===== src/rtl/seg_scan_ctrl.sv =====
// seg_scan_ctrl: multiplexed seven-segment scan controller.
// Scans NUM_DIGITS digits, each for 2^DIV_BITS clocks. Display data is
// double-buffered so that a frame never shows a mix of old and new values.
// Per-digit decimal points, leading-zero blanking and PWM brightness are
// supported. All outputs are registered.
module seg_scan_ctrl #(
    parameter int NUM_DIGITS  = 4,
    parameter int DIV_BITS    = 10,
    parameter int BRIGHT_BITS = 3
) (
    input  logic                      clk_pi,
    input  logic                      rst_pi,
    input  logic [4*NUM_DIGITS-1:0]   num_pi,
    input  logic [NUM_DIGITS-1:0]     dp_pi,
    input  logic                      load_pi,
    input  logic                      blank_lz_pi,
    input  logic [BRIGHT_BITS-1:0]    bright_pi,
    output logic [6:0]                seg_po,
    output logic                      dp_po,
    output logic [NUM_DIGITS-1:0]     an_po,
    output logic                      frame_po
);

    localparam int IDX_W = (NUM_DIGITS > 1) ? $clog2(NUM_DIGITS) : 1;
    localparam logic [IDX_W-1:0] LAST_IDX = IDX_W'(NUM_DIGITS - 1);

    logic [DIV_BITS-1:0]     div_cnt;
    logic [IDX_W-1:0]        digit_idx;
    logic [4*NUM_DIGITS-1:0] shadow_num;
    logic [NUM_DIGITS-1:0]   shadow_dp;
    logic                    pending;
    logic [4*NUM_DIGITS-1:0] active_num;
    logic [NUM_DIGITS-1:0]   active_dp;

    logic                    tick;
    logic                    frame_wrap;
    logic [3:0]              cur_nib;
    logic                    cur_dp;
    logic                    lz_blank;
    logic                    all_zero;
    logic [BRIGHT_BITS-1:0]  phase;
    logic                    lit;
    logic [6:0]              next_seg;
    logic                    next_dp;
    logic [NUM_DIGITS-1:0]   next_an;
    logic                    next_frame;

    // Active-low segment pattern (a..g on bits 0..6) for a hex nibble.
    function automatic logic [6:0] glyph(input logic [3:0] v);
        logic [6:0] g;
        case (v)
            4'h0: g = 7'h40;
            4'h1: g = 7'h79;
            4'h2: g = 7'h24;
            4'h3: g = 7'h30;
            4'h4: g = 7'h19;
            4'h5: g = 7'h12;
            4'h6: g = 7'h02;
            4'h7: g = 7'h78;
            4'h8: g = 7'h00;
            4'h9: g = 7'h18;
            4'hA: g = 7'h08;
            4'hB: g = 7'h03;
            4'hC: g = 7'h46;
            4'hD: g = 7'h21;
            4'hE: g = 7'h06;
            default: g = 7'h0E;
        endcase
        return g;
    endfunction

    // A tick ends a digit slot; a tick on the last digit ends the frame.
    always_comb begin
        tick       = &div_cnt;
        frame_wrap = tick && (digit_idx == LAST_IDX);
    end

    // Slot divider and digit scan position.
    always_ff @(posedge clk_pi or posedge rst_pi) begin
        if (rst_pi) begin
            div_cnt   <= '0;
            digit_idx <= '0;
        end else begin
            div_cnt <= div_cnt + 1'b1;
            if (tick) begin
                digit_idx <= (digit_idx == LAST_IDX) ? '0 : digit_idx + 1'b1;
            end
        end
    end

    // Shadow/active double buffer; the active copy only changes at a frame wrap.
    always_ff @(posedge clk_pi or posedge rst_pi) begin
        if (rst_pi) begin
            shadow_num <= '0;
            shadow_dp  <= '0;
            pending    <= 1'b0;
            active_num <= '0;
            active_dp  <= '0;
        end else if (load_pi && frame_wrap) begin
            shadow_num <= num_pi;
            shadow_dp  <= dp_pi;
            active_num <= num_pi;
            active_dp  <= dp_pi;
            pending    <= 1'b0;
        end else if (load_pi) begin
            shadow_num <= num_pi;
            shadow_dp  <= dp_pi;
            pending    <= 1'b1;
        end else if (frame_wrap && pending) begin
            active_num <= shadow_num;
            active_dp  <= shadow_dp;
            pending    <= 1'b0;
        end
    end

    // Select the current digit, decide blanking/PWM and form the next outputs.
    always_comb begin
        cur_nib  = 4'h0;
        cur_dp   = 1'b0;
        lz_blank = 1'b0;
        all_zero = 1'b1;
        for (int i = NUM_DIGITS - 1; i >= 0; i--) begin
            all_zero = all_zero && (active_num[4*i +: 4] == 4'h0);
            if (digit_idx == IDX_W'(i)) begin
                cur_nib  = active_num[4*i +: 4];
                cur_dp   = active_dp[i];
                lz_blank = (i != 0) && all_zero;
            end
        end
        phase      = div_cnt[DIV_BITS-1 -: BRIGHT_BITS];
        lit        = (phase <= bright_pi) && !(blank_lz_pi && lz_blank);
        next_frame = (digit_idx == '0) && (div_cnt == '0);
        if (lit) begin
            next_an  = ~(NUM_DIGITS'(1) << digit_idx);
            next_seg = glyph(cur_nib);
            next_dp  = ~cur_dp;
        end else begin
            next_an  = {NUM_DIGITS{1'b1}};
            next_seg = 7'h7F;
            next_dp  = 1'b1;
        end
    end

    // Output registers; everything dark while in reset.
    always_ff @(posedge clk_pi or posedge rst_pi) begin
        if (rst_pi) begin
            seg_po   <= 7'h7F;
            dp_po    <= 1'b1;
            an_po    <= {NUM_DIGITS{1'b1}};
            frame_po <= 1'b0;
        end else begin
            seg_po   <= next_seg;
            dp_po    <= next_dp;
            an_po    <= next_an;
            frame_po <= next_frame;
        end
    end

endmodule


===== config.mk =====
export PLATFORM = sky130hd
export DESIGN_NAME = seg_scan_ctrl
export DESIGN_NICKNAME = d
export VERILOG_FILES = /design/src/rtl/seg_scan_ctrl.sv
export SDC_FILE = /design/constraint.sdc
export NUM_CORES = 1
export LEC_CHECK = 0
export ABC_AREA = 1
export BUFFER_PORTS_ARGS = -buffer_cell sky130_fd_sc_hd__buf_2
export CORE_ASPECT_RATIO = 0.75
export CORE_MARGIN = 2
export CORE_UTILIZATION = 30
export DETAILED_ROUTE_END_ITERATION = 10
export GPL_TIMING_DRIVEN = 0
export PLACE_DENSITY = 0.48
export SKIP_LAST_GASP = 1
export SLEW_MARGIN = 5
export SYNTH_ARGS = -nofsm -noshare
export SYNTH_HDL_FRONTEND = slang
export SYNTH_SLANG_ARGS = --single-unit

===== constraint.sdc =====
create_clock -name clk_pi -period 4.4 [get_ports clk_pi]
set_clock_uncertainty 0.1 [all_clocks]
set_input_delay 0.66 -clock clk_pi [delete_from_list [all_inputs] [get_ports clk_pi]]
set_output_delay 0.66 -clock clk_pi [all_outputs]
set_load 0.05 [all_outputs]

==> run_results.csv, run 1 <==
group,metric,value,unit
floorplan,initial_core_util,0.311,
pwr,vdd_drop_max,0.000222,V
drt,drt_wl_total,7.17,mm
clock_tree,worstSkewPairLatency,0.33,ns
setup_path,critPathLaunch,"digit_idx[0]",
floorplan,die_h,93.8,um
floorplan,core.rowCount,32,
global_routing,grt-ovfl-total,0,
timing,finalCritPeriodShare,0.542,
synth,synth_area_leader_cell,"dfrtp_1",
drt,viasPerCell,4.49,
place,dp_hpwl,5.24,mm
synth,synth-async-reset-ratio,1.00,
timing,fin_tns_setup,0,ns
worst_hold_path,worstHoldStart,"shadow_num[13]",
setup_path,path_max_fanout,10,
synth,synth_area,0.00323,mm^2
finish,nets,485,
clock_tree,root_buffer,"clkbuf_16",
pwr,p_seq_frac,0.422,
setup_path,r2r-start,"digit_idx[0]",
synth,syn_inst,393,
setup_path,crit_required,4.56,ns
clock_tree,cts.path.max_buffers,2,
finish,drive_gt1_frac,0.176,
pwr,intPower,1.19,mW
timing,rsz0062_at_grt,"false",
synth,yosys_register_bits,66,
timing,hold_ws,0.365,ns
timing,final_hold_viol_count,0,
global_routing,grt_max_degree,67,
drt,routedWlPerCell,12.3,um
finish,antenna_cells,0,
drt,drt.antenna.violating_nets,0,
place,port_buffers,39,
global_routing,grt_pass1_vias,2728,
clock_tree,cts_tree,"done",
setup_path,start_kind,"flop",
global_routing,grt_pass1_wl,12.6,mm
worst_hold_path,hp-class,"reg2reg",
global_routing,grtUsageTotal,0.141,
timing,drv_slew,0,
setup_path,crit_type,"reg2reg",
timing,period_needed,2.38,ns
setup_path,crit_arrival,2.55,ns
synth,yosysUniqueCellTypes,23,
timing,fmaxAchievable,0.419,GHz
finish,area_growth,21.9,%
clock_tree,postCtsHoldBufs,0,
run_status,status,"completed",
pwr,power_frac_comb,0.046,
synth,synth_common_cells,"nand2_1, dfrtp_1, inv_1",
synth,syn_nets,435,
finish,multi_input_area,0.00137,mm^2
synth,ys.flop_type,"dfrtp_1",
floorplan,die_w,124,um
synth,syn_area_per_cell,8.21,um^2
finish,regArea,0.00167,mm^2
clock_tree,cts_resized,0,
drt,vias,2625,
synth,yosysMostFrequentCell,"nand2_1",
place,gp_congestion,0.821,
clock_tree,clk_pin_slew_worst_paths,0.05,ns
floorplan,coreArea,0.0104,mm^2
drt,drtIter0Drc,181,
pwr,net-switching-power,311,uW
clock_tree,cts.sinks,66,
pwr,p_sw_frac,0.207,
pwr,leakage,2.13,nW
synth,synth_edf_count,0,
synth,ys_top_cells_by_area,"dfrtp_1, nand2_1, dfstp_2",
synth,synth_top_area_frac,0.419,
timing,tightestPinTransition,0.818,ns
drt,drc,0,
pwr,power.share.clock,0.533,
synth,yosys_warnings,0,
setup_path,end_kind,"flop",
timing,max_slew_margin,0.455,
drt,dr.pass1.iters,4,
floorplan,dieArea,0.0116,mm^2
finish,nFillCells,1090,
clock_tree,cts_max_level,3,
floorplan,io_pins,40,
clock_tree,cts_buffers,9,
pwr,power.density,381,mW/mm^2
job,drv_cap,0,
timing,setup_viol,0,
global_routing,antenna_found_initial,0,
clock_tree,postCtsSetupBuffers,0,
synth,ys_seq_area_frac,0.516,
[cells in the final DEF, fill, tap and decap left out]
| cell type | Yosys | final |
|---|---|---|
| clkbuf_16 | 0 | 9 |
| inv_4 | 0 | 1 |
| nor2_2 | 1 | 1 |
| o21ai_0 | 4 | 4 |
| clkinv_2 | 0 | 1 |
| nand3_2 | 2 | 2 |
| dfstp_2 | 12 | 12 |
| a21oi_1 | 8 | 8 |
| nor3b_4 | 1 | 1 |
| a21boi_2 | 1 | 1 |
| buf_4 | 3 | 3 |
| clkbuf_8 | 0 | 3 |
| nand3_1 | 24 | 24 |
| inv_1 | 32 | 31 |
| ha_1 | 15 | 15 |
| bufinv_16 | 0 | 2 |
| or2_0 | 1 | 1 |
| a21boi_0 | 1 | 1 |
| nand2_1 | 166 | 166 |
| nor3_1 | 2 | 2 |
| buf_2 | 3 | 42 |
| and2_0 | 1 | 1 |
| dfrtp_1 | 54 | 54 |
| clkinvlp_4 | 0 | 1 |
| o21a_1 | 1 | 1 |
| xor2_1 | 7 | 7 |
| nand4_1 | 22 | 22 |
| nor2_1 | 23 | 23 |
| clkbuf_1 | 9 | 9 |
[sequential cells by signal, summed over array words and instances, names as in the netlist]
register / flops
div_cnt: 10
active_num: 16
shadow_dp: 4
seg_po: 7
frame_po: 1
digit_idx: 2
shadow_num: 16
an_po: 4
active_dp: 4
dp_po: 1
pending: 1
[through the flow]
stage	power, mW	std cells	setup slack (ns)	util	area, um^2
4_1_cts	1.53	584	2.01	0.379	3940
5_1_grt	1.56	584	1.72	0.379	3940
3_5_place_dp	0.714	568	2.05	0.347	3600
3_3_place_gp	0.713	568	1.10	0.347	3590
6_report	1.50	584	2.02	0.379	3940
2_1_floorplan	0.687	393	2.01	-	3230
[layer usage]
layer,share of wire,routed length (um),track usage
met4,0.0084,60,0.0360
met1,0.52,3700,0.195
met3,0.054,385,0.0473
met5,0,0,0
met2,0.42,3020,0.212
[cell families after synthesis]
kind of cell | Yosys count | synth area share
compound gates | 15 | 0.0267
xor+xnor | 7 | 0.0190
fa+ha+maj | 15 | 0.0581
buf+inv | 47 | 0.0593
flops | 66 | 0.516
simple gates | 243 | 0.321
[area by class of cell]
class / count / share of cell area
Sequential cell: 66 / 0.424
Clock buffer: 12 / 0.0677
Timing Repair Buffer: 39 / 0.0496
Tap cell: 136 / 0.0432
Clock inverter: 4 / 0.0184
Buffer: 15 / 0.0181
Multi-Input combinational cell: 280 / 0.348
Inverter: 32 / 0.0312
[worst paths after layout]
check / end / slack (ns) / depth (start not counted)
worst min register to register: shadow_num[13] / 0.37 / 2
worst max-delay path: seg_po[3] / 2.02 / 14
worst min-delay path: shadow_num[13] / 0.37 / 2
worst max register to register: seg_po[3] / 2.02 / 14
min in group asynchronous: active_dp[0] / 0.38 / 2
max in group asynchronous: active_num[7] / 3.26 / 2
[power groups by stage]
stage	Sequential [mW]	Clock (mW)	Combinational [mW]
after floorplan	0.652	0	0.0355
after global placement	0.643	0	0.0699
after detailed placement	0.643	0	0.0708
after CTS	0.633	0.824	0.0710
after global routing	0.634	0.848	0.0792
final	0.633	0.799	0.0683
[critical path, stage by stage, from the launching register on]
cell	delay, ns
dfrtp_1	0.40
ha_1	0.21
clkbuf_1	0.38
nand2_1	0.11
nand2_1	0.07
nand3_1	0.06
nand2_1	0.07
nand2_1	0.15
inv_1	0.14
ha_1	0.25
inv_1	0.10
nand3_1	0.08
nand2_1	0.07
nand2_1	0.05
nand3_1	0.07
Power figures use the tool's default switching activity.
==> run 2: changes to the inputs <==
--- a/config.mk
+++ b/config.mk
@@ -12,7 +12,7 @@
 export CORE_UTILIZATION = 30
 export DETAILED_ROUTE_END_ITERATION = 10
 export GPL_TIMING_DRIVEN = 0
-export PLACE_DENSITY = 0.48
+export PLACE_DENSITY = 0.49
 export SKIP_LAST_GASP = 1
 export SLEW_MARGIN = 5
 export SYNTH_ARGS = -nofsm -noshare
==> constraint.sdc (replaced) <==
create_clock -name clk_pi -period 2.1 [get_ports clk_pi]
set_clock_uncertainty 0.1 [all_clocks]
set_input_delay 0.315 -clock clk_pi [delete_from_list [all_inputs] [get_ports clk_pi]]
set_output_delay 0.315 -clock clk_pi [all_outputs]
set_load 0.05 [all_outputs]
==> run 2 against run 1 <==
  * Setup slack worse by 1.9 ns
  * Final cell count up 1.2%
  * Routed wire length fell by 1.4%
  * Non-clock buffer count increased by 7
  * Global-route usage shrank 0.67 points
  * Clock power is 100% higher
  * Power increased by 100%
  * Maximum frequency grew 20%
  * Combinational power up 110%
  * Critical path depth unchanged
  * Via count is 1.9% higher
  * Highest routed layer unchanged
==> run_results.csv, run 2 (synthesized netlist as in run 1, its figures left out) <==
group,metric,value,unit
floorplan,die_w,124,um
finish,nets,492,
drt,routedWlPerCell,12.0,um
place,dp_hpwl,5.16,mm
clock_tree,clk_pin_slew_worst_paths,0.06,ns
setup_path,end_kind,"flop",
setup_path,slowest_stage,"dfrtp_2",
finish,fin_util,0.390,
clock_tree,cts_tree,"done",
global_routing,grt_pass1_wl,12.1,mm
setup_path,crit_type,"reg2reg",
drt,vias,2676,
pwr,leakage,2.16,nW
setup_path,cp_slowest_stage_delay,0.43,ns
pwr,vdd_drop_max,0.000389,V
floorplan,dieArea,0.0116,mm^2
pwr,intPower,2.43,mW
setup_path,crit_top_cell,"inv_1",
worst_hold_path,hp-class,"in2async",
floorplan,initial_core_util,0.311,
setup_path,start_kind,"flop",
run_status,status,"completed",
global_routing,grtUsageTotal,0.134,
floorplan,core.rowCount,32,
clock_tree,cts_buffers,9,
setup_path,path_max_fanout,8,
drt,drt_wl_total,7.07,mm
global_routing,grt_max_degree,67,
timing,rsz0062_at_grt,"true",
clock_tree,worstSkewPairLatency,0.33,ns
finish,final_common_cell,"nand2_1",
clock_tree,root_buffer,"clkbuf_16",
setup_path,crit_required,2.23,ns
drt,wl_met3,367,um
setup_path,crit_arrival,2.11,ns
drt,highest_layer,"met4",
timing,period_needed,1.99,ns
finish,drive_gt1_frac,0.226,
place,gp_congestion,0.799,
setup_path,path_cells,"inv_2 -> ha_1 -> buf_6 -> inv_1 -> nor2_1 -> inv_1 -> nand2_2 -> inv_1 -> ha_4 -> inv_2 -> nand3_1 -> nand2_1 -> nand2_1 -> nand3_1",
timing,fmaxAchievable,0.503,GHz
place,dp.cells,568,
floorplan,io_pins,40,
pwr,power.density,761,mW/mm^2
timing,final_hold_viol_count,0,
setup_path,crit_family,"buffers and inverters",
finish,most-common-layout-cells,"nand2_1, dfrtp_1, buf_2",
drt,drc,0,
global_routing,grt_pass1_vias,2565,
setup_path,r2r_cells,14,
clock_tree,cts_max_level,3,
drt,dr.pass1.iters,4,
finish,area_growth,25.2,%
drt,drt-met1-wl,3.60,mm
drt,drtIter0Drc,157,
timing,finalCritPeriodShare,0.946,
pwr,net-switching-power,650,uW
finish,antenna_cells,0,
timing,setup_viol,0,
drt,viasPerCell,4.53,
pwr,p_seq_frac,0.431,
timing,max_slew_margin,0.455,
drt,drt.antenna.violating_nets,0,
global_routing,grt-ovfl-total,0,
pwr,power_frac_comb,0.047,
finish,layout_top_registers,"active_num: 16 flops, shadow_num: 16 flops, div_cnt: 10 flops",
timing,drv_slew,0,
finish,nFillCells,1094,
clock_tree,cts.path.max_buffers,2,
job,drv_cap,0,
clock_tree,cts.sinks,66,
pwr,power.share.clock,0.522,
setup_path,crit_buf_inv,6,
timing,tightestPinTransition,0.817,ns
floorplan,die_h,93.8,um
global_routing,antenna_found_initial,0,
drt,met2WireLength,3.02,mm
floorplan,coreArea,0.0104,mm^2
finish,fin_cells,591,
place,port_buffers,39,
pwr,p_sw_frac,0.211,
setup_path,cp_num_cells,14,
## run 2: final timing paths
kind	start	to	slack, ns
max reg2reg	digit_idx[0]	seg_po[3]	0.11
max	digit_idx[0]	seg_po[3]	0.11
max in group asynchronous	rst_pi	digit_idx[0]	1.28
min in group clk_pi	num_pi[6]	shadow_num[6]	0.11
min	rst_pi	shadow_num[2]	0.04
min reg2reg	active_dp[1]	active_dp[1]	0.37
## run 2: final cells by class
cell class	count	area, um^2	share of cell area
well taps	136	170	0.0421
multi-input cells	280	1420	0.351
flip-flops and latches	66	1670	0.413
clock inverters	5	77.6	0.0192
clock buffers	11	243	0.0601
plain buffers	15	88.8	0.0220
repair buffers	46	248	0.0613
inverters	32	128	0.0316
## run 2: timing repair
action,4_1_cts,5_1_grt
gates cloned,0,0
endpoints found under the hold margin,0,0
hold buffers,0,0
pin swaps,1,2
setup buffers,2,5
setup endpoints to repair,7,7
gates resized for setup,8,20
## run 2: layer usage
layer | GRT usage | vias to the layer above
met5 | 0 | -
met4 | 0.0388 | 0
met3 | 0.0437 | 7
met2 | 0.196 | 44
met1 | 0.189 | 1261
li1 | - | 1364
## run 2: per-stage QoR
step | instance area [um^2] | TNS (ns) | total power [mW] | hold slack [ns] | setup WS (ns)
6_report | 4040 | 0 | 3.08 | 0.0398 | 0.113
2_1_floorplan | 3230 | 0 | 1.44 | 0.337 | 0.0501
3_3_place_gp | 3590 | -48.32 | 1.49 | 0.355 | -0.841
3_5_place_dp | 3600 | -0.875 | 1.50 | 0.357 | -0.227
4_1_cts | 3950 | 0 | 3.12 | 0.0857 | 0.0298
5_1_grt | 4040 | -0.0704 | 3.20 | 0.114 | -0.0394
## run 2: power groups by stage
stage               Combinational (mW)  Sequential (mW)  Clock [mW]
floorplan                       0.0743             1.37           0
global placement                 0.147             1.35           0
global route                     0.170             1.33        1.70
finish                           0.146             1.33        1.60
detailed placement               0.150             1.35           0
CTS                              0.151             1.33        1.64
